**src/rtl/multi_num_writer.sv**
```systemverilog
// rtl/multi_num_writer.sv - N-digit BCD up/down counter that redraws its value into the LED column frame buffer
module multi_num_writer #(
    parameter int N_DIGITS       = 2,
    parameter int COLS_PER_DIGIT = 6,
    parameter int DIGIT_STRIDE   = 6,
    parameter int BASE_ADDR      = 172,
    parameter int ADDR_W         = 10,
    parameter int DATA_W         = 32
) (
    input  logic                  clk,
    input  logic                  rst,
    input  logic                  inc_pulse,
    input  logic                  dec_pulse,
    input  logic                  clr_pulse,
    input  logic                  refresh_pulse,
    input  logic                  blank_lz,
    input  logic [2:0]            num_color,
    output logic [3:0]            glyph_num,
    output logic [2:0]            glyph_col,
    output logic [2:0]            glyph_color,
    input  logic [DATA_W-1:0]     glyph_data,
    output logic                  numcol_we,
    output logic [ADDR_W-1:0]     numcol_addr,
    output logic [DATA_W-1:0]     numcol_out,
    output logic                  busy,
    output logic [4*N_DIGITS-1:0] value
);

    localparam int VW = 4 * N_DIGITS;
    localparam logic [2:0] LAST_C = 3'(COLS_PER_DIGIT - 1);
    localparam logic [1:0] LAST_D = 2'(N_DIGITS - 1);

    typedef enum logic {
        IDLE = 1'b0,
        DRAW = 1'b1
    } state_t;

    state_t          state_q;
    logic [VW-1:0]   value_q, value_d;
    logic [VW-1:0]   draw_val_q;
    logic            pending_q, pending_d;
    logic [1:0]      d_q;
    logic [2:0]      c_q;
    logic            event_w;
    logic            blank_cur;
    logic            all_zero;
    logic [3:0]      dig;

    // Nibble 0 of the vector is the least significant digit (digit N_DIGITS-1).
    function automatic logic [VW-1:0] bcd_inc(input logic [VW-1:0] v);
        logic [VW-1:0] r;
        logic          carry;
        r     = v;
        carry = 1'b1;
        for (int i = 0; i < N_DIGITS; i++) begin
            if (carry) begin
                if (v[4*i +: 4] == 4'd9) begin
                    r[4*i +: 4] = 4'd0;
                end else begin
                    r[4*i +: 4] = v[4*i +: 4] + 4'd1;
                    carry       = 1'b0;
                end
            end
        end
        return r;
    endfunction

    function automatic logic [VW-1:0] bcd_dec(input logic [VW-1:0] v);
        logic [VW-1:0] r;
        logic          borrow;
        r      = v;
        borrow = 1'b1;
        for (int i = 0; i < N_DIGITS; i++) begin
            if (borrow) begin
                if (v[4*i +: 4] == 4'd0) begin
                    r[4*i +: 4] = 4'd9;
                end else begin
                    r[4*i +: 4] = v[4*i +: 4] - 4'd1;
                    borrow      = 1'b0;
                end
            end
        end
        return r;
    endfunction

    assign event_w = inc_pulse | dec_pulse | clr_pulse | refresh_pulse;

    always_comb begin
        value_d = value_q;
        if (clr_pulse) begin
            value_d = '0;
        end else if (inc_pulse && !dec_pulse) begin
            value_d = bcd_inc(value_q);
        end else if (dec_pulse && !inc_pulse) begin
            value_d = bcd_dec(value_q);
        end
    end

    // A pending redraw is consumed only when IDLE launches a draw; events always re-arm it.
    assign pending_d = event_w | (pending_q & (state_q == DRAW));

    always_ff @(posedge clk or negedge rst) begin
        if (!rst) begin
            state_q    <= IDLE;
            value_q    <= '0;
            draw_val_q <= '0;
            pending_q  <= 1'b1;
            d_q        <= '0;
            c_q        <= '0;
        end else begin
            value_q   <= value_d;
            pending_q <= pending_d;
            case (state_q)
                IDLE: begin
                    if (pending_q) begin
                        state_q    <= DRAW;
                        draw_val_q <= value_q;
                        d_q        <= '0;
                        c_q        <= '0;
                    end
                end
                DRAW: begin
                    if (c_q == LAST_C) begin
                        c_q <= '0;
                        if (d_q == LAST_D) begin
                            state_q <= IDLE;
                        end else begin
                            d_q <= d_q + 2'd1;
                        end
                    end else begin
                        c_q <= c_q + 3'd1;
                    end
                end
                default: state_q <= IDLE;
            endcase
        end
    end

    // Walk digits from most significant; a digit is blank while every digit so far is zero.
    always_comb begin
        glyph_num = '0;
        blank_cur = 1'b0;
        all_zero  = 1'b1;
        dig       = '0;
        for (int i = 0; i < N_DIGITS; i++) begin
            dig      = draw_val_q[4*(N_DIGITS-1-i) +: 4];
            all_zero = all_zero & (dig == 4'd0);
            if (d_q == 2'(i)) begin
                glyph_num = dig;
                blank_cur = blank_lz & all_zero & (i < N_DIGITS - 1);
            end
        end
    end

    assign glyph_col   = c_q;
    assign glyph_color = num_color;
    assign numcol_we   = (state_q == DRAW);
    assign busy        = (state_q == DRAW);
    assign numcol_addr = ADDR_W'(BASE_ADDR) + ADDR_W'(d_q) * ADDR_W'(DIGIT_STRIDE) + ADDR_W'(c_q);
    assign numcol_out  = blank_cur ? '0 : glyph_data;
    assign value       = value_q;

endmodule

```
**config.mk**
```make
export PLATFORM = sky130hd
export DESIGN_NAME = multi_num_writer
export DESIGN_NICKNAME = d
export VERILOG_FILES = /design/src/rtl/multi_num_writer.sv
export SDC_FILE = /design/constraint.sdc
export NUM_CORES = 1
export LEC_CHECK = 0
export ABC_AREA = 1
export CAP_MARGIN = 0
export CORE_ASPECT_RATIO = 0.75
export CORE_MARGIN = 2
export CORE_UTILIZATION = 40
export DETAILED_ROUTE_END_ITERATION = 6
export PLACE_DENSITY = 0.77
export REMOVE_ABC_BUFFERS = 1
export SLEW_MARGIN = 25
export SYNTH_ARGS = -nofsm -noshare
export SYNTH_HDL_FRONTEND = slang
export SYNTH_SLANG_ARGS = --single-unit
export TNS_END_PERCENT = 10
```
**constraint.sdc**
```tcl
create_clock -name clk -period 6.75 [get_ports clk]
set_clock_uncertainty 0.05 [all_clocks]
set_input_delay 1.0125 -clock clk [delete_from_list [all_inputs] [get_ports clk]]
set_output_delay 1.0125 -clock clk [all_outputs]
set_load 0.02 [all_outputs]
```
Yosys cells after proc, flatten, opt, wreduce, memory -nomap -nowiden --
Index checks and enable logic that the tools add are counted.
Storage, ports and cells: output and inout port bits 62, register bits 23, logic and storage cells 76, input bits 42
Cells by class: muxes and demuxes 32, reduce and logical (&&, ||, !) cells 13, bitwise operators 7, $add $sub $neg 8, equal/unequal tests 8, multipliers 1
Operator list (number):
- 32-bit two-way mux | 1
- 4-bit two-way mux | 8
- 8-bit two-way mux | 3
- 4-bit logical NOT | 3
- 1-bit two-way mux | 12
- 9-bit by 3-bit adder with 10-bit output | 1
- 8-bit by 5-bit adder with 9-bit output (first input constant) | 1
- 4-bit by 1-bit adder with 4-bit output (second input constant) | 2
- 4-bit equality test (second input constant) | 2
- 4-bit by 1-bit subtractor with 4-bit output (second input constant) | 2
- 2-bit two-way mux | 3
- 3-bit two-way mux | 2
- 3-bit case mux with 2 select lines | 1
- 3-bit AND reduction | 2
- 3-bit nonzero test | 2
- 2-bit by 2-bit multiplier with 4-bit output (second input constant) | 1
- 2-bit != test (second input constant) | 2
- 1-bit OR | 4
- 2-bit case mux with 2 select lines | 1
- 3-bit by 1-bit adder with 3-bit output (second input constant) | 1
- 3-bit equality test (second input constant) | 1
- 3-bit by 2-bit != test with 1-bit output (second input constant) | 1
- 2-bit by 1-bit adder with 2-bit output (second input constant) | 1
- 1-bit bitwise AND | 2
- 8 further kinds | 10

Longest topological paths before layout --
Gate-level depths: netlist of run 1.
word-level depth 9, gate-level depth with buffers 9, depth with buffers taken out 9

Worst setup path after synthesis of run 1 --
No wires, ideal clock.
kind reg-to-output, start reg c_q[2], in the netlist glyph_col[2], end out numcol_addr[4], arrival 1937 ps, stages on the path, launching flop included 5, path slack 3751 ps, buffers on the path 0, required time 5688 ps, path through dfrtp_1 -> fa_1 -> ha_1 -> fa_1 -> ha_1
Between the ends: cells in the longest elaborated chain, start to end 1
Ends and longest elaborated chain:
- from (decl) | line 43 | logic [2:0] c_q;
- from (signal assigned) | line 131 | c_q <= c_q + 3'd1;
- 9-bit by 3-bit adder with 10-bit output | line 159 | assign numcol_addr = ADDR_W'(BASE_ADDR) + ADDR_W'(d_q) * ADDR_W'(DIGIT_STRIDE) + ADDR_W'(c_q);
- to (decl) | line 23 | output logic [ADDR_W-1:0] numcol_addr,
Every way passes these cells.

Worst setup path in the final report of run 1 --
start in blank_lz, end out numcol_out[18]
Between the ends: cells in the longest elaborated chain, start to end 4
Ends and longest elaborated chain:
- from (decl) | line 16 | input logic blank_lz,
- 1-bit bitwise AND | line 150 | blank_cur = blank_lz & all_zero & (i < N_DIGITS - 1);
- 1-bit two-way mux (2 in a row) | line 148 | if (d_q == 2'(i)) begin
- 32-bit two-way mux | line 160 | assign numcol_out = blank_cur ? '0 : glyph_data;
- to (decl) | line 24 | output logic [DATA_W-1:0] numcol_out,
Every way passes these cells.

==> results list, run 1 <==
- Result of the run: completed
* Most used cell, CP: sky130_fd_sc_hd__clkdlybuf4s50_1
* Number of core rows: 22
- Most used flip-flop cell after synthesis: sky130_fd_sc_hd__dfrtp_1
- Summed over all cells, the static leakage comes to 1.468 nW.
- 0 antenna diodes ended up in the layout.
* Hold buffer count at cts: 0
- Peak Freq: 258.2 MHz
- Root cell of the clock tree: sky130_fd_sc_hd__clkbuf_8
- For the worst setup path, the data arrival time is 2810 ps.
- Die span in y: 64.92 um
* Routed vias: 2036
- WP data required: 5690 ps
- CTS built an H-tree with a depth of 1.
- Global route hottest layer: met2
* Length of the first detailed-routing pass in iterations: 4
* Post-synthesis sequential element count: 23
- In the routed design, unresolved DRC markers number 0.
- Number of synthesis warnings: 0
- Via density per instance: 4.627
* Number of hold-slack violations in the final timing report: 0
- RSZ-0062 raised after global routing: no
* DIE AREA: 5533 um^2
* Critical Path End Type: output port
* CTS Buffer Depth: 2
* Master of the slowest instance on the critical path: sky130_fd_sc_hd__clkdlybuf4s50_1
- Met2 demand-to-capacity share in global routing: 31.45%
- Setup violations remaining at the end of the flow were counted as 0.
* Routed wire length: 5.248 mm
- Entering global routing, the biggest net connects 33 pins.
- Final worst setup slack: 2877 ps
- Buffers placed on the I/O ports in this run total 94.
* Cell Chain, Critical Path: clkdlybuf4s50_1, nand2_1, nor3_4, buf_8, nor2_1, clkdlybuf4s50_1
* Slack of the worst reg-to-reg path: 5040 ps
- Counting flops with a built-in enable in the synthesized netlist gives 0.
- Number of global-route vias before repair: 1878
- Of the post-synthesis cell area, the dominant cell type holds 27.81%.
- Number of pins exceeding their max-slew limit in the final report: 0
* HPWL reported at the end of detailed placement: 4.309 mm
* Class of the tightest hold or removal check: flop to flop
* Cell accounting for the most synthesized area: sky130_fd_sc_hd__dfrtp_1
- Cell Count, Final, Fillers Out: 440
- 104 I/O pins were placed.
- For the worst-skew pair, the clock arrives at the later sink with an insertion delay of 260 ps.
* Critical Path Fanout Max: 23
* Synth async-reset ratio: 100.0%
* Horizontal die dimension: 85.23 um
- Post-CTS timing repair inserted 0 buffers for setup.
- Floorplan Core Area: 4817 um^2
* Total power divided by cell area: 213.3 nW/um^2
- Max-cap violations in this run came to 0.
* Fraction of final layout cells sized beyond drive strength 1: 4.474%
- Routability-driven placement finished with a final weighted congestion of 0.8586.
- DR iter-0 viols: 118
- Worst VDD drop: 0.1801 mV
- Summing internal, switching and leakage power gives 0.6278 mW.
* Share of the cycle needed by the critical path after routing: 57.38%
- Clock tree synthesis found a total of 23 sinks.
* Initial core utilization: 41.09%
* Largest incremental delay on the critical path: 540 ps
- From synthesis to final layout, the design area changed by 48.67%.
- Total negative setup slack: 0 ps
* Routed length per placed instance: 11.93 um
* Commonest cells post-synth: sky130_fd_sc_hd__inv_1 (63), sky130_fd_sc_hd__nand2_1 (56), sky130_fd_sc_hd__nor2_1 (47)
* Fraction of met1 tracks used by global routing: 25.32%
- Number of cells produced by synthesis: 293
- The worst setup path is of the primary input to output port kind.
- Post-synthesis instance area: 1979 um^2
- Initial antenna violation count: 0
* GR met3 Demand/Resource: 3.312%
* Setup crit start kind: primary input
* Core occupancy in the finished layout: 61.09%
- Across every metal layer, demand over resource in global routing totals 18.80%.
- After the last flow step, the layout net total stands at 442.
- Resize count post-CTS: 0
* Sequential share of the synthesized area: 29.14%
- Synth unique cells: 29
* TritonCTS clock tree: yes
- Top area cells in the synthesized netlist: sky130_fd_sc_hd__dfrtp_1 (28%), sky130_fd_sc_hd__inv_1 (12%), sky130_fd_sc_hd__ha_1 (11%)
- Most numerous cell in the Yosys netlist: sky130_fd_sc_hd__inv_1
- Clock-pin slew reported for the worst setup and hold paths after clock tree synthesis: 80 ps
- Buffers inserted during clock tree synthesis total 3.
* Cells after DPL: 435
- Before CTS, the worst setup slack after placement is 2519 ps.
* Clock period minus final worst setup slack: 3873 ps
- Once detail routing completed, the nets flagged for antenna violations numbered 0.
* Final global-route overflow total: 0
- Global-route wire length before repair: 8.493 mm
- Post-Synthesis Mean Instance Area: 6.756 um^2
power breakdown:
| group | leakage, nW | switching, mW | internal (mW) | total [mW] |
|---|---|---|---|---|
| combinational | 1.16 | 0.182 | 0.144 | 0.326 |
| clock | 0.0255 | 0.0418 | 0.0411 | 0.0829 |
| sequential | 0.281 | 0.0470 | 0.172 | 0.219 |
sequential cells by signal (all words and copies together), names as in the netlist:
name	flops
busy	1
d_q	2
draw_val_q	8
glyph_col	3
pending_q	1
value	8
worst max-delay path: cells and delay by family:
family	cells	cell delay, ps
simple gates	3	550
buf+inv	3	1230
layer usage:
| metal | wire (um) | vias to the layer above |
|---|---|---|
| li1 | - | 1051 |
| met1 | 2431 | 903 |
| met2 | 2421 | 76 |
| met3 | 342 | 6 |
| met4 | 52 | 0 |
| met5 | 0 | - |
layout by cell type (no fill, tap or decap), types with 3 or more instances in the layout:
master	count
sky130_fd_sc_hd__a21oi_1	3
sky130_fd_sc_hd__clkbuf_8	3
sky130_fd_sc_hd__clkdlybuf4s50_1	93
sky130_fd_sc_hd__conb_1	3
sky130_fd_sc_hd__dfrtp_1	22
sky130_fd_sc_hd__ha_1	17
sky130_fd_sc_hd__inv_1	63
sky130_fd_sc_hd__nand2_1	56
sky130_fd_sc_hd__nand3_1	17
sky130_fd_sc_hd__nand4_1	4
sky130_fd_sc_hd__nor2_1	47
sky130_fd_sc_hd__o21ai_0	26
worst paths after layout:
kind | startpoint | end | depth (start not counted)
min in group asynchronous | rst | glyph_col[1]$_DFFE_PN0P_ | 1
worst max-delay path | blank_lz | numcol_out[18] | 6
worst min register to register | draw_val_q[3]$_DFFE_PN0P_ | draw_val_q[3]$_DFFE_PN0P_ | 2
max in group asynchronous | rst | pending_q$_DFF_PN1_ | 1
worst min-delay path | draw_val_q[3]$_DFFE_PN0P_ | draw_val_q[3]$_DFFE_PN0P_ | 2
worst max register to register | value[0]$_DFFE_PN0P_ | value[7]$_DFFE_PN0P_ | 8
per-stage QoR:
stage	hold slack [ps]	cell area, um^2
floorplan	402.9	1871
finish	447.0	2943
global route	471.6	2943
global placement	420.0	2887
detailed placement	428.2	2887
CTS	446.8	2933
final cells by class:
class | instances | area (um^2)
sequential | 23 | 576.8
tap | 60 | 75.07
clock buffer | 3 | 41.29
clock inverter | 1 | 5.005
fill | 455 | 1874
multi-input combinational | 192 | 1046
inverter | 66 | 247.7
timing repair buffer | 95 | 950.9
logic make-up after synthesis:
group           after synthesis  share of synthesized area [%]
compound gates               37                          10.24
simple gates                130                          27.94
flops                        23                          29.14
fa+ha+maj                    19                          12.77
other cells                   2                         0.3794
buf+inv                      79                          18.20
xor+xnor                      3                          1.328
No activity file was read; power rests on OpenSTA's default activity.
==> inputs of run 2 (changes only) <==
==> constraint.sdc (replaced) <==
create_clock -name clk -period 3.8 [get_ports clk]
set_clock_uncertainty 0.05 [all_clocks]
set_input_delay 0.57 -clock clk [delete_from_list [all_inputs] [get_ports clk]]
set_output_delay 0.57 -clock clk [all_outputs]
set_load 0.02 [all_outputs]
==> run 2 against run 1 <==
Effect of this change: sequential power increased by 76%; combinational power is 76% higher; largest cell class unchanged; register-to-register slack worse by 2900 ps; critical endpoint is now numcol_addr[4]; die area unchanged; core utilization shrank 0.16 points; highest routed layer unchanged.
==> results list, run 2 (synthesis gave the netlist of run 1 again) <==
- Result of the run: completed (unchanged).
- Total negative setup slack: 0 ps (unchanged)
- The first element of the critical path was d_q[1]$_DFFE_PN0P_ (was blank_lz).
* Routed wire length: 5.014 mm (was 5.248 mm)
- RSZ-0062 raised after global routing: no (unchanged)
- Clock network latency to the later pin of the worst-skew pair: 270 ps (was 260 ps)
* Critical setup path kind: flop to output port (was primary input to output port)
- Number of hold-slack violations in the final timing report: 0 (unchanged)
* # IOs: 104 (unchanged)
- Floorplan Core Area: 4817 um^2 (unchanged)
* Critical Path End Type: output port (unchanged)
* Deepest level of the CTS H-tree: 1 (unchanged)
- The number of hold buffers added after cts was 0 (unchanged).
- Master of the slowest instance on the critical path: sky130_fd_sc_hd__clkdlybuf4s50_1 (unchanged)
- The sum of buffers and inverters on the critical path was 2 (was 3).
* CTS Buffer Depth: 2 (unchanged)
- Worst VDD drop: 0.3607 mV (was 0.1801 mV)
* Crit path capture: numcol_addr[4] (was numcol_out[18])
- The global-route congestion overflow total was 0 (unchanged).
- Standby leakage power: 1.467 nW (was 1.468 nW)
- The number of antenna violations at the first check in global routing came to 0 (unchanged).
* Reported max-cap violation count: 0 (unchanged)
- The height of the chip is 64.92 um (unchanged).
* Core occupancy in the finished layout: 60.94% (was 61.09%)
- The clock root buffer was sky130_fd_sc_hd__clkbuf_8 (unchanged).
* Placer Congestion: 0.8468 (was 0.8586)
- The total via count in the routed design came to 2060 (was 2036).
* Clock period minus final worst setup slack: 3373 ps
- The clock edge transition at the registers on the reported setup and hold paths is 80 ps (about the same).
- Slack of the worst reg-to-reg path: 2150 ps (was 5040 ps)
- Number of core rows: 22 (unchanged)
* Class of the tightest hold or removal check: primary input to async pin (was flop to flop)
- The data required time at the worst endpoint was 3180 ps (was 5690 ps).
- The power density over the cells was 379.2 nW/um^2 (was 213.3 nW/um^2).
- The sink count of the clock tree came to 23 (unchanged).
- The detail-routed net length per standard cell is 11.40 um (was 11.93 um).
* HPWL reported at the end of detailed placement: 4.083 mm (was 4.309 mm)
- The type of element launching the critical path is a flop (was primary input).
* Reg2Reg Launch Point: value[0]$_DFFE_PN0P_ (unchanged)
- Initial core utilization: 41.09% (unchanged)
- Crit-path leading delay family: adder cells (was buffers and inverters)
- Global-route wire length before repair: 8.259 mm (was 8.493 mm)
- Final Cell Area: 2935 um^2 (was 2943 um^2)
- Horizontal die dimension: 85.23 um (unchanged)
* CP arrival: 2750 ps (was 2810 ps)
- Length of the first detailed-routing pass in iterations: 4 (unchanged)
- Most frequent cells in the layout: sky130_fd_sc_hd__clkdlybuf4s50_1 (93), sky130_fd_sc_hd__inv_1 (63), sky130_fd_sc_hd__nand2_1 (56) (unchanged).
- The CTS tree is yes (unchanged).
- Static timing analysis puts the maximum clock frequency at 296.5 MHz.
* Via density per instance: 4.682 (was 4.627)
- The count of port buffers added during placement is 94 (unchanged).
- The biggest fanout along the worst timing path is 5 (was 23).
- The DRC violation total after the first TritonRoute iteration is 45 (was 118).
- Post-CTS Setup Bufs: 0 (unchanged)
- The post-synthesis to final-layout area growth was 48.29% (was 48.67%).
- The post-CTS resize count was 0 (unchanged).
- Number of global-route vias before repair: 1793 (was 1878)
- The count of cell instances traversed by the critical path is 6 (unchanged).
- Depth of the worst register-to-register path: 8 (unchanged)
* Total inserted antenna cells: 0 (unchanged)
- The number of max-slew violations in the final report is 0 (unchanged).
* Share of the cycle needed by the critical path after routing: 88.76%
- The number of buffers inserted during clock tree synthesis is 3 (unchanged).
- Fraction of final layout cells sized beyond drive strength 1: 4.474% (unchanged)
- The number of nets with antenna violations after routing came to 0 (unchanged).
* Leading cell type in the layout, fill and taps excluded: sky130_fd_sc_hd__clkdlybuf4s50_1 (unchanged)
- DRC violation count after routing: 0 (unchanged)
- The total global-route track usage was 18.18% (was 18.80%).
* Cell Chain, Critical Path: inv_1, fa_1, ha_1, fa_1, ha_1, clkdlybuf4s50_1 (was clkdlybuf4s50_1, nand2_1, nor3_4, buf_8, nor2_1, clkdlybuf4s50_1)
* Final setup violation count: 0 (unchanged)
* DIE AREA: 5533 um^2 (unchanged)
- The largest net degree at the start of global routing was 33 (unchanged).
- Largest incremental delay on the critical path: 590 ps (was 540 ps)
- The number of nets in the final layout is 442 (unchanged).
* Placed cell area: 2894 um^2 (was 2887 um^2)
- The end of the worst register-to-register path was value[5]$_DFFE_PN0P_ (was value[7]$_DFFE_PN0P_).
-- run 2: changes by cell type in the layout (fill, tap and decap cells not counted) --
cell                    before  now
sky130_fd_sc_hd__buf_4       0    1
sky130_fd_sc_hd__buf_8       1    0
-- run 2: metrics by stage --
step	hold slack [ps]	total power, mW	cells	setup WS, ps
floorplan	224.4	0.7157	281	1243
global placement	421.0	0.9518	436	771.1
detailed placement	424.0	0.9630	436	707.1
CTS	443.1	1.118	440	418.4
global route	239.2	1.205	440	332.0
finish	206.9	1.113	440	427.1
-- run 2: how the worst min path moves through the flow --
stage	startpoint	to	slack, ps	cells past startpoint
after detailed placement	draw_val_q[3]$_DFFE_PN0P_	draw_val_q[3]$_DFFE_PN0P_	420	2
after global placement	draw_val_q[3]$_DFFE_PN0P_	draw_val_q[3]$_DFFE_PN0P_	420	2
final	rst	glyph_col[2]$_DFFE_PN0P_	210	1
after CTS	draw_val_q[3]$_DFFE_PN0P_	draw_val_q[3]$_DFFE_PN0P_	440	2
after global routing	rst	value[1]$_DFFE_PN0P_	240	1
after floorplan	rst	busy$_DFF_PN0_	220	0
-- run 2: worst reg2reg max path, cell delays in order (launching register included) --
cell                      delay [ps]
sky130_fd_sc_hd__dfrtp_1         450
sky130_fd_sc_hd__inv_1           200
sky130_fd_sc_hd__ha_1            240
sky130_fd_sc_hd__nand2_1         140
sky130_fd_sc_hd__o21ai_2         150
sky130_fd_sc_hd__nand2_1         110
sky130_fd_sc_hd__inv_2           100
sky130_fd_sc_hd__nand2_1          50
sky130_fd_sc_hd__o21ai_1          80
-- run 2: area by class of cell --
class                   instances  area [um^2]
inverters                      66        247.7
clock buffers                   3        41.29
fillers                       434         1882
well taps                      60        75.07
flip-flops and latches         23        576.8
multi-input cells             192         1046
clock inverters                 1        5.005
repair buffers                 95        943.4
-- run 2: routing by layer --
metal	vias up	track usage (%)	share of wire (%)
met3	7	3.312	7.1
met5	-	0	0
met2	77	30.57	46
met4	0	4.762	1.3
met1	924	24.15	46
li1	1052	-	-
-- run 2: power breakdown --
group	internal [mW]	total (mW)	switching, mW	leakage (nW)
clock	0.0733	0.152	0.0784	0.0255
sequential	0.306	0.386	0.0803	0.281
combinational	0.255	0.575	0.320	1.16
total	0.634	1.11	0.479	1.47
==> inputs of run 3 (changes only) <==
--- a/config.mk
+++ b/config.mk
@@ -8,7 +8,7 @@
 export ABC_AREA = 1
 export CAP_MARGIN = 0
 export CORE_ASPECT_RATIO = 0.75
-export CORE_MARGIN = 2
+export CORE_MARGIN = 4
 export CORE_UTILIZATION = 40
 export DETAILED_ROUTE_END_ITERATION = 6
 export PLACE_DENSITY = 0.77
==> run 3 against run 2 <==
Effect of this change: critical path depth stayed put; via count shrank 1.4%; maximum frequency grew 0.75%; highest routed layer unchanged; combinational power hardly changed; global-route usage down 2.5 points; sequential power is essentially flat; cell area fell by 0.13%.
==> results list, run 3 (synthesis gave the netlist of run 1 again) <==
- Number of core rows: 21 (was 22)
- Peak Freq: 298.7 MHz (was 296.5 MHz)
- The number of max-slew violations in the final report is 0 (unchanged).
- The maximum buffer depth of the clock tree came to 2 (unchanged).
* Pin count of the biggest net entering global routing: 33 (unchanged)
* Most frequent cells in the layout: sky130_fd_sc_hd__clkdlybuf4s50_1 (93), sky130_fd_sc_hd__inv_1 (63), sky130_fd_sc_hd__nand2_1 (56) (unchanged)
* GRT Resource Usage Total: 15.68% (was 18.18%)
- Leading cell type in the layout, fill and taps excluded: sky130_fd_sc_hd__clkdlybuf4s50_1 (unchanged)
* Design internal power: 0.6347 mW (was 0.6344 mW)
- Via density per instance: 4.650 (was 4.682)
- The routability-driven placement congestion ratio is 0.8261 (was 0.8468).
* Horizontal die dimension: 89.23 um (was 85.23 um)
- # IOs: 104 (unchanged)
- Crit-path leading delay family: adder cells (unchanged)
- The number of detailed-routing iterations run before antenna repair was 4 (unchanged).
* Clock network latency to the later pin of the worst-skew pair: 260 ps (was 270 ps)
- The endpoint arrival time on the critical path came to 2730 ps (was 2750 ps).
- The part of the total power dissipated in the clock network is 13.3% (was 13.6%).
- DR iter-0 viols: 70 (was 45)
- The number of hold buffers added after cts was 0 (unchanged).
- The final design utilization came to 63.39% (was 60.94%).
- The clock edge transition at the registers on the reported setup and hold paths is 80 ps (about the same).
- The switching power total was 0.4765 mW (was 0.4786 mW).
* HPWL reported at the end of detailed placement: 4.237 mm (was 4.083 mm)
* Class of the tightest hold or removal check: primary input to async pin (unchanged)
- The CTS tree is yes (unchanged).
- Floorplan Core Area: 4624 um^2 (was 4817 um^2)
* Largest incremental delay on the critical path: 590 ps (about the same)
* Area Growth Syn to Fin: 48.10% (was 48.29%)
* Result of the run: completed (unchanged)
- Number of buffers created by CTS: 3 (unchanged)
- Number of routed nets with antenna violations: 0 (unchanged)
* Cell Count, Final, Fillers Out: 437 (was 440)
- Filler Cell Count: 428 (was 434)
- The sum of routed wire length over all layers is 5.069 mm (was 5.014 mm).
* Total Power: 1.111 mW (was 1.113 mW)
* Switching fraction of total power: 42.88% (was 43.00%)
* Routed vias: 2032 (was 2060)
* Global-route wire length before repair: 7.810 mm (was 8.259 mm)
- The CTS H-tree depth is 1 (unchanged).
* Cell Chain, Critical Path: inv_1, fa_1, ha_1, fa_1, ha_1, clkdlybuf4s50_1 (unchanged)
- Share of the cycle needed by the critical path after routing: 88.10% (was 88.76%)
* Standby leakage power: 1.467 nW (unchanged)
* Clock period minus final worst setup slack: 3348 ps (was 3373 ps)
- The number of nets in the final layout is 442 (unchanged).
* Final global-route overflow total: 0 (unchanged)
* Total power divided by cell area: 379.0 nW/um^2 (was 379.2 nW/um^2)
- Worst VDD drop: 0.3552 mV (was 0.3607 mV)
- Critical setup path kind: flop to output port (unchanged)
- The slowest library cell on the worst path was sky130_fd_sc_hd__clkdlybuf4s50_1 (unchanged).
* RSZ-0062 raised after global routing: no (unchanged)
- The area of all placed cells without fillers came to 2932 um^2 (was 2935 um^2).
- The detail-routed net length per standard cell was 11.60 um (was 11.40 um).
- The total DRC errors in the routed layout was 0 (unchanged).
- WP data required: 3180 ps (about the same)
- The height of the chip came to 68.92 um (was 64.92 um).
* Part of the power in registers: 35.0% (was 34.7%)
- Count of input and output buffers: 94 (unchanged)
- Critical Path End Type: output port (unchanged)
* Critical Path Fanout Max: 5 (unchanged)
- Number of hold-slack violations in the final timing report: 0 (unchanged)
- The clock root buffer was sky130_fd_sc_hd__clkbuf_8 (unchanged).
- Cells after DPL: 433 (was 436)
- The sum of buffers and inverters on the critical path was 2 (unchanged).
- The share of final-layout standard cells stronger than drive strength 1 came to 4.474% (unchanged).
* Setup crit start kind: flop (unchanged)
- The via count of the first global-routing pass was 1782 (was 1793).
- The antenna diode count is 0 (unchanged).
* Placed cell area: 2890 um^2 (was 2894 um^2)
- The part of the power in combinational logic came to 51.7% (about the same).
* Final setup violation count: 0 (unchanged)
- Reported max-cap violation count: 0 (unchanged)
- Initial core utilization: 42.80% (was 41.09%)
* Resize count post-CTS: 0 (unchanged)
* Total negative setup slack: 0 ps (unchanged)
- The die area came to 6150 um^2 (was 5533 um^2).
* TritonCTS sink count: 23 (unchanged)
- The number of antenna violations at the first check in global routing is 0 (unchanged).
* Post-CTS Setup Bufs: 0 (unchanged)
run 3: power groups by stage:
stage / registers (mW) / logic (mW) / clock network (mW)
final: 0.389 / 0.575 / 0.147
after global routing: 0.398 / 0.640 / 0.160
after CTS: 0.387 / 0.574 / 0.151
after detailed placement: 0.390 / 0.572 / 0
after global placement: 0.390 / 0.561 / 0
after floorplan: 0.410 / 0.305 / 0
run 3: area by class of cell:
cell class	instances	area, um^2	share of cell area, %
multi-input combinational	192	1046	35.68
inverter	66	247.7	8.451
sequential	23	576.8	19.68
clock buffer	3	41.29	1.408
tap	57	71.32	2.433
timing repair buffer	95	943.4	32.18
clock inverter	1	5.005	0.1707
run 3: worst reg2reg max path, delay by kind of cell (launching register included):
family          cells  cell delay, ps
compound gates      1             160
fa+ha+maj           1             240
buf+inv             2             310
flops               1             470
simple gates        4             400
run 3: worst paths after layout:
| kind | from | endpoint | slack (ps) | depth (start not counted) |
|---|---|---|---|---|
| worst min-delay path | rst | value[1]$_DFFE_PN0P_ | 210 | 1 |
| min in group clk | draw_val_q[1]$_DFFE_PN0P_ | draw_val_q[1]$_DFFE_PN0P_ | 440 | 2 |
| max in group asynchronous | rst | pending_q$_DFF_PN1_ | 3130 | 1 |
| worst min register to register | draw_val_q[1]$_DFFE_PN0P_ | draw_val_q[1]$_DFFE_PN0P_ | 440 | 2 |
| worst max-delay path | d_q[1]$_DFFE_PN0P_ | numcol_addr[4] | 450 | 6 |
| worst max register to register | value[0]$_DFFE_PN0P_ | value[7]$_DFFE_PN0P_ | 2110 | 8 |
run 3: per-layer routing:
metal	track usage (%)	routed length, um	vias up	share of wire, %
met1	19.60	2160	894	43
li1	-	-	1052	-
met5	0	0	-	0
met2	28.31	2272	84	45
met4	3.532	25	0	0.49
met3	2.732	611	2	12
run 3: stage by stage:
stage	hold WS (ps)	worst slack, ps
floorplan	224.4	1243
global placement	421.4	760.2
detailed placement	426.5	712.0
CTS	445.6	427.5
global route	251.8	342.4
finish	214.2	452.2
==> edit 1: new RTL, config.mk and constraints of run 3 <==
Change the parameter `N_DIGITS` from 2 to 4.
--- a/src/rtl/multi_num_writer.sv
+++ b/src/rtl/multi_num_writer.sv
@@ -1,6 +1,6 @@
 // rtl/multi_num_writer.sv - N-digit BCD up/down counter that redraws its value into the LED column frame buffer
 module multi_num_writer #(
-    parameter int N_DIGITS       = 2,
+    parameter int N_DIGITS       = 4,
     parameter int COLS_PER_DIGIT = 6,
     parameter int DIGIT_STRIDE   = 6,
     parameter int BASE_ADDR      = 172,
Interface: changed (resized value); port bits go from 104 to 112. The function was not compared with the original's and may differ.
==> edit 1 against run 3 <==
Routed wire length grew 67%; core utilization shrank 6.7 points; non-clock buffer count increased by 8; final area up 45%; first-iteration DRC count rose to 2.9 times the old value; count of clock-buffer cells in the layout increased by 2; worst setup slack got worse by 0.099 ns; die area rose by 52%; sequential cell count rose by 16; total power increased by 94%; synthesized area rose by 59%; critical path type unchanged; critical endpoint unchanged; largest cell class unchanged.
==> edit 1: results <==
export IMPL_status="completed"
export IMPL_port_buffers=102
export IMPL_ys_top_cells_by_count="105 x nand2_1, 73 x inv_1, 56 x nor2_1, 40 x o21ai_0, 38 x dfrtp_1"
export IMPL_multi_input_area_share_pct=40.5
export IMPL_hpwl_um=6630
export IMPL_synth_fa_ha_area_share_pct=10.8
export IMPL_critPathArrivalTime_ns=2.83
export IMPL_htree_levels=2
export IMPL_num_multi_input_gates=314
export IMPL_powerSeq_uw=739
export IMPL_dr_wl_met2_um=3790
export IMPL_nNonClkBuffers=103
export IMPL_power_clock_uw=357
export IMPL_clk_share_pct=2.65
export IMPL_p_leak_uw=0.00213
export IMPL_globalplace_congestion=0.873
export IMPL_vias=3107
export IMPL_nonClkBufAreaFrac_pct=24.1
export IMPL_synth_cell_types=34
export IMPL_fillerInstances=700
export IMPL_pre_cts_ws_ns=0.671
export IMPL_grt_pass1_wl_um=14200
export IMPL_layout_drive_gt1_share_pct=7.01
export IMPL_grt_pass1_vias=2965
export IMPL_synth_top_cells_by_area="dfrtp_1 30%, nand2_1 13%, ha_1 9.5%"
export IMPL_drt_met1_wl_um=4000
export IMPL_synth_xor_area_share_pct=2.78
export IMPL_peakVddDrop_mv=0.349
export IMPL_cp_max_fo=6
export IMPL_dieArea_sq_um=9370
export IMPL_synth_compound_area_share_pct=11.0
export IMPL_ys_seq_area_share_pct=31.0
## edit 1: cell families after synthesis
logic type / Yosys count
AND/OR/NAND/NOR: 213
XOR/XNOR: 10
other: 2
buffers and inverters: 98
flip-flops: 39
adder cells (fa/ha/maj): 26
AO/OA/AOI/OAI: 62
## edit 1: metrics by stage
step,total power [uW],instances
floorplan,1400,431
global placement,1770,635
detailed placement,1810,635
CTS,2170,643
global route,2350,643
finish,2160,643
## edit 1: path summary, 6_finish.rpt
kind	start	endpoint	slack (ns)	depth (start not counted)
max	d_q[1]	numcol_addr[4]	0.35	6
min	rst	value[0]	0.33	1
max reg2reg	busy	glyph_col[2]	1.89	4
min reg2reg	draw_val_q[3]	draw_val_q[3]	0.44	2
max in group asynchronous	rst	draw_val_q[15]	2.81	1
min in group clk	draw_val_q[3]	draw_val_q[3]	0.44	2
## edit 1: per-layer routing
metal,track usage (%),up-vias
met1,24.0,1417
met4,3.58,0
met3,4.13,9
met5,0,-
met2,29.8,119
li1,-,1562
==> edit 2: new RTL, flow settings as in run 3 <==
Made on the original files. Register the input `dec_pulse` before use. The logic sees it one clock later. The other inputs are not delayed to match.
--- a/src/rtl/multi_num_writer.sv
+++ b/src/rtl/multi_num_writer.sv
@@ -34,6 +34,12 @@
         IDLE = 1'b0,
         DRAW = 1'b1
     } state_t;
+
+    logic dec_pulse_q;
+
+    always_ff @(posedge clk) begin
+        dec_pulse_q <= dec_pulse;
+    end
 
     state_t          state_q;
     logic [VW-1:0]   value_q, value_d;
@@ -83,15 +89,15 @@
         return r;
     endfunction
 
-    assign event_w = inc_pulse | dec_pulse | clr_pulse | refresh_pulse;
+    assign event_w = inc_pulse | dec_pulse_q | clr_pulse | refresh_pulse;
 
     always_comb begin
         value_d = value_q;
         if (clr_pulse) begin
             value_d = '0;
-        end else if (inc_pulse && !dec_pulse) begin
+        end else if (inc_pulse && !dec_pulse_q) begin
             value_d = bcd_inc(value_q);
-        end else if (dec_pulse && !inc_pulse) begin
+        end else if (dec_pulse_q && !inc_pulse) begin
             value_d = bcd_dec(value_q);
         end
     end
Check against the original RTL: not equivalent (a bounded check fails within 4 cycles, from zero or initial values and one cycle with rst low).
==> edit 2 against run 3 <==
Total power up 8.5%; worst setup slack worse by 0.052 ns; largest power group unchanged; synthesized area up 0.95%; final area up 1.6%; worst hold slack worse by 0.0015 ns; routed wire length up 5.9%; sequential cell count up 1.
==> edit 2: results <==
export IMPL_fin_nets=443
export IMPL_ys_top_cells_by_count="66 x nand2_1, 60 x inv_1, 41 x nor2_1, 22 x dfrtp_1, 21 x nand3_1"
export IMPL_slew_viol_final=0
export IMPL_port_buffers=94
export IMPL_layout_drive_gt1_share_pct=4.20
export IMPL_crit_slowest_cell="clkdlybuf4s50_1"
export IMPL_globalplace_congestion=0.856
export IMPL_hold_ws_ns=0.213
export IMPL_multi_input_area_sq_um=1060
export IMPL_hpwl_um=4460
export IMPL_fin_crit_ns=3.40
export IMPL_synth_top_flop_cell="dfrtp_1"
export IMPL_wl_um=5370
export IMPL_inverters=63
export IMPL_vias_per_cell=4.78
export IMPL_drt_met1_wl_um=2350
export IMPL_use_met1_pct=22.5
export IMPL_htree_levels=1
export IMPL_peakVddDrop_mv=0.380
export IMPL_async_reset_ff_share_pct=95.8
export IMPL_dr_pass1_iters=4
export IMPL_cts_repair_resized=0
export IMPL_grt_use_total_pct=16.8
export IMPL_nonClkBufAreaFrac_pct=31.7
export IMPL_grt_use_met3_pct=3.33
export IMPL_pwr_share_seq_pct=33.9
export IMPL_grt_pass1_vias=1860
export IMPL_dpl_cell_count=434
export IMPL_critPathArrivalTime_ns=2.78
export IMPL_numCtsBuffers=3
export IMPL_fillerInstances=442
export IMPL_ys_seq_area_share_pct=29.9
export IMPL_dr_wl_met2_um=2390
export IMPL_clk_share_pct=2.39
export IMPL_num_multi_input_gates=195
export IMPL_fin_util_pct=64.1
export IMPL_num_antenna_cells=0
export IMPL_top_layer_used="met4"
export IMPL_wl_per_cell_um=12.3
export IMPL_use_met2_pct=27.0
export IMPL_cp_max_fo=6
export IMPL_cts_root_buf="clkbuf_8"
export IMPL_swShare_pct=41.0
export IMPL_seq_share_pct=20.0
export IMPL_switchingPower_uw=494
export IMPL_status="completed"
export IMPL_post_route_cell_area_sq_um=2980
export IMPL_dpl_cell_area_sq_um=2910
export IMPL_p_leak_uw=0.00155
export IMPL_synth_top_cells_by_area="dfrtp_1 28%, nand2_1 12%, inv_1 11%"
export IMPL_r2r_slack_ns=2.14
export IMPL_dr_first_iter_drc_count=146
export IMPL_ys_ff_latch=24
export IMPL_syn_area_per_cell_sq_um=6.77
export IMPL_combPwrFrac_pct=47.5
export IMPL_wl_met3_um=544
export IMPL_cpLargestDelayFamily="adder cells"
export IMPL_pre_cts_ws_ns=0.707
export IMPL_grt_pass1_wl_um=8550
## edit 2: cell types whose count changed after synthesis, moves of 2 or more
cell | run 3 | this run
buf_2 | 0 | 2
nand2_1 | 56 | 66
nand3_1 | 17 | 21
o21ai_0 | 26 | 19
nand2_4 | 0 | 2
inv_1 | 63 | 60
nand4_1 | 4 | 6
nor2_1 | 47 | 41
xor2_1 | 1 | 3
## edit 2: path summary, 6_finish.rpt
| kind | end | depth (start not counted) |
|---|---|---|
| worst max-delay path | numcol_addr[4] | 6 |
| worst min-delay path | value[4] | 1 |
| worst max register to register | value[4] | 7 |
| worst min register to register | draw_val_q[6] | 2 |
| max in group asynchronous | pending_q | 1 |
| min in group clk | draw_val_q[6] | 2 |
## edit 2: cells by family after synthesis
logic type | share of synthesized area (%)
adders and majority gates | 12.6
DFF | 29.9
and+or+nand+nor | 30.7
other | 0.376
buffers and inverters | 17.3
AOI/OAI and AO/OA | 7.39
xor gates and xnor gates | 1.75
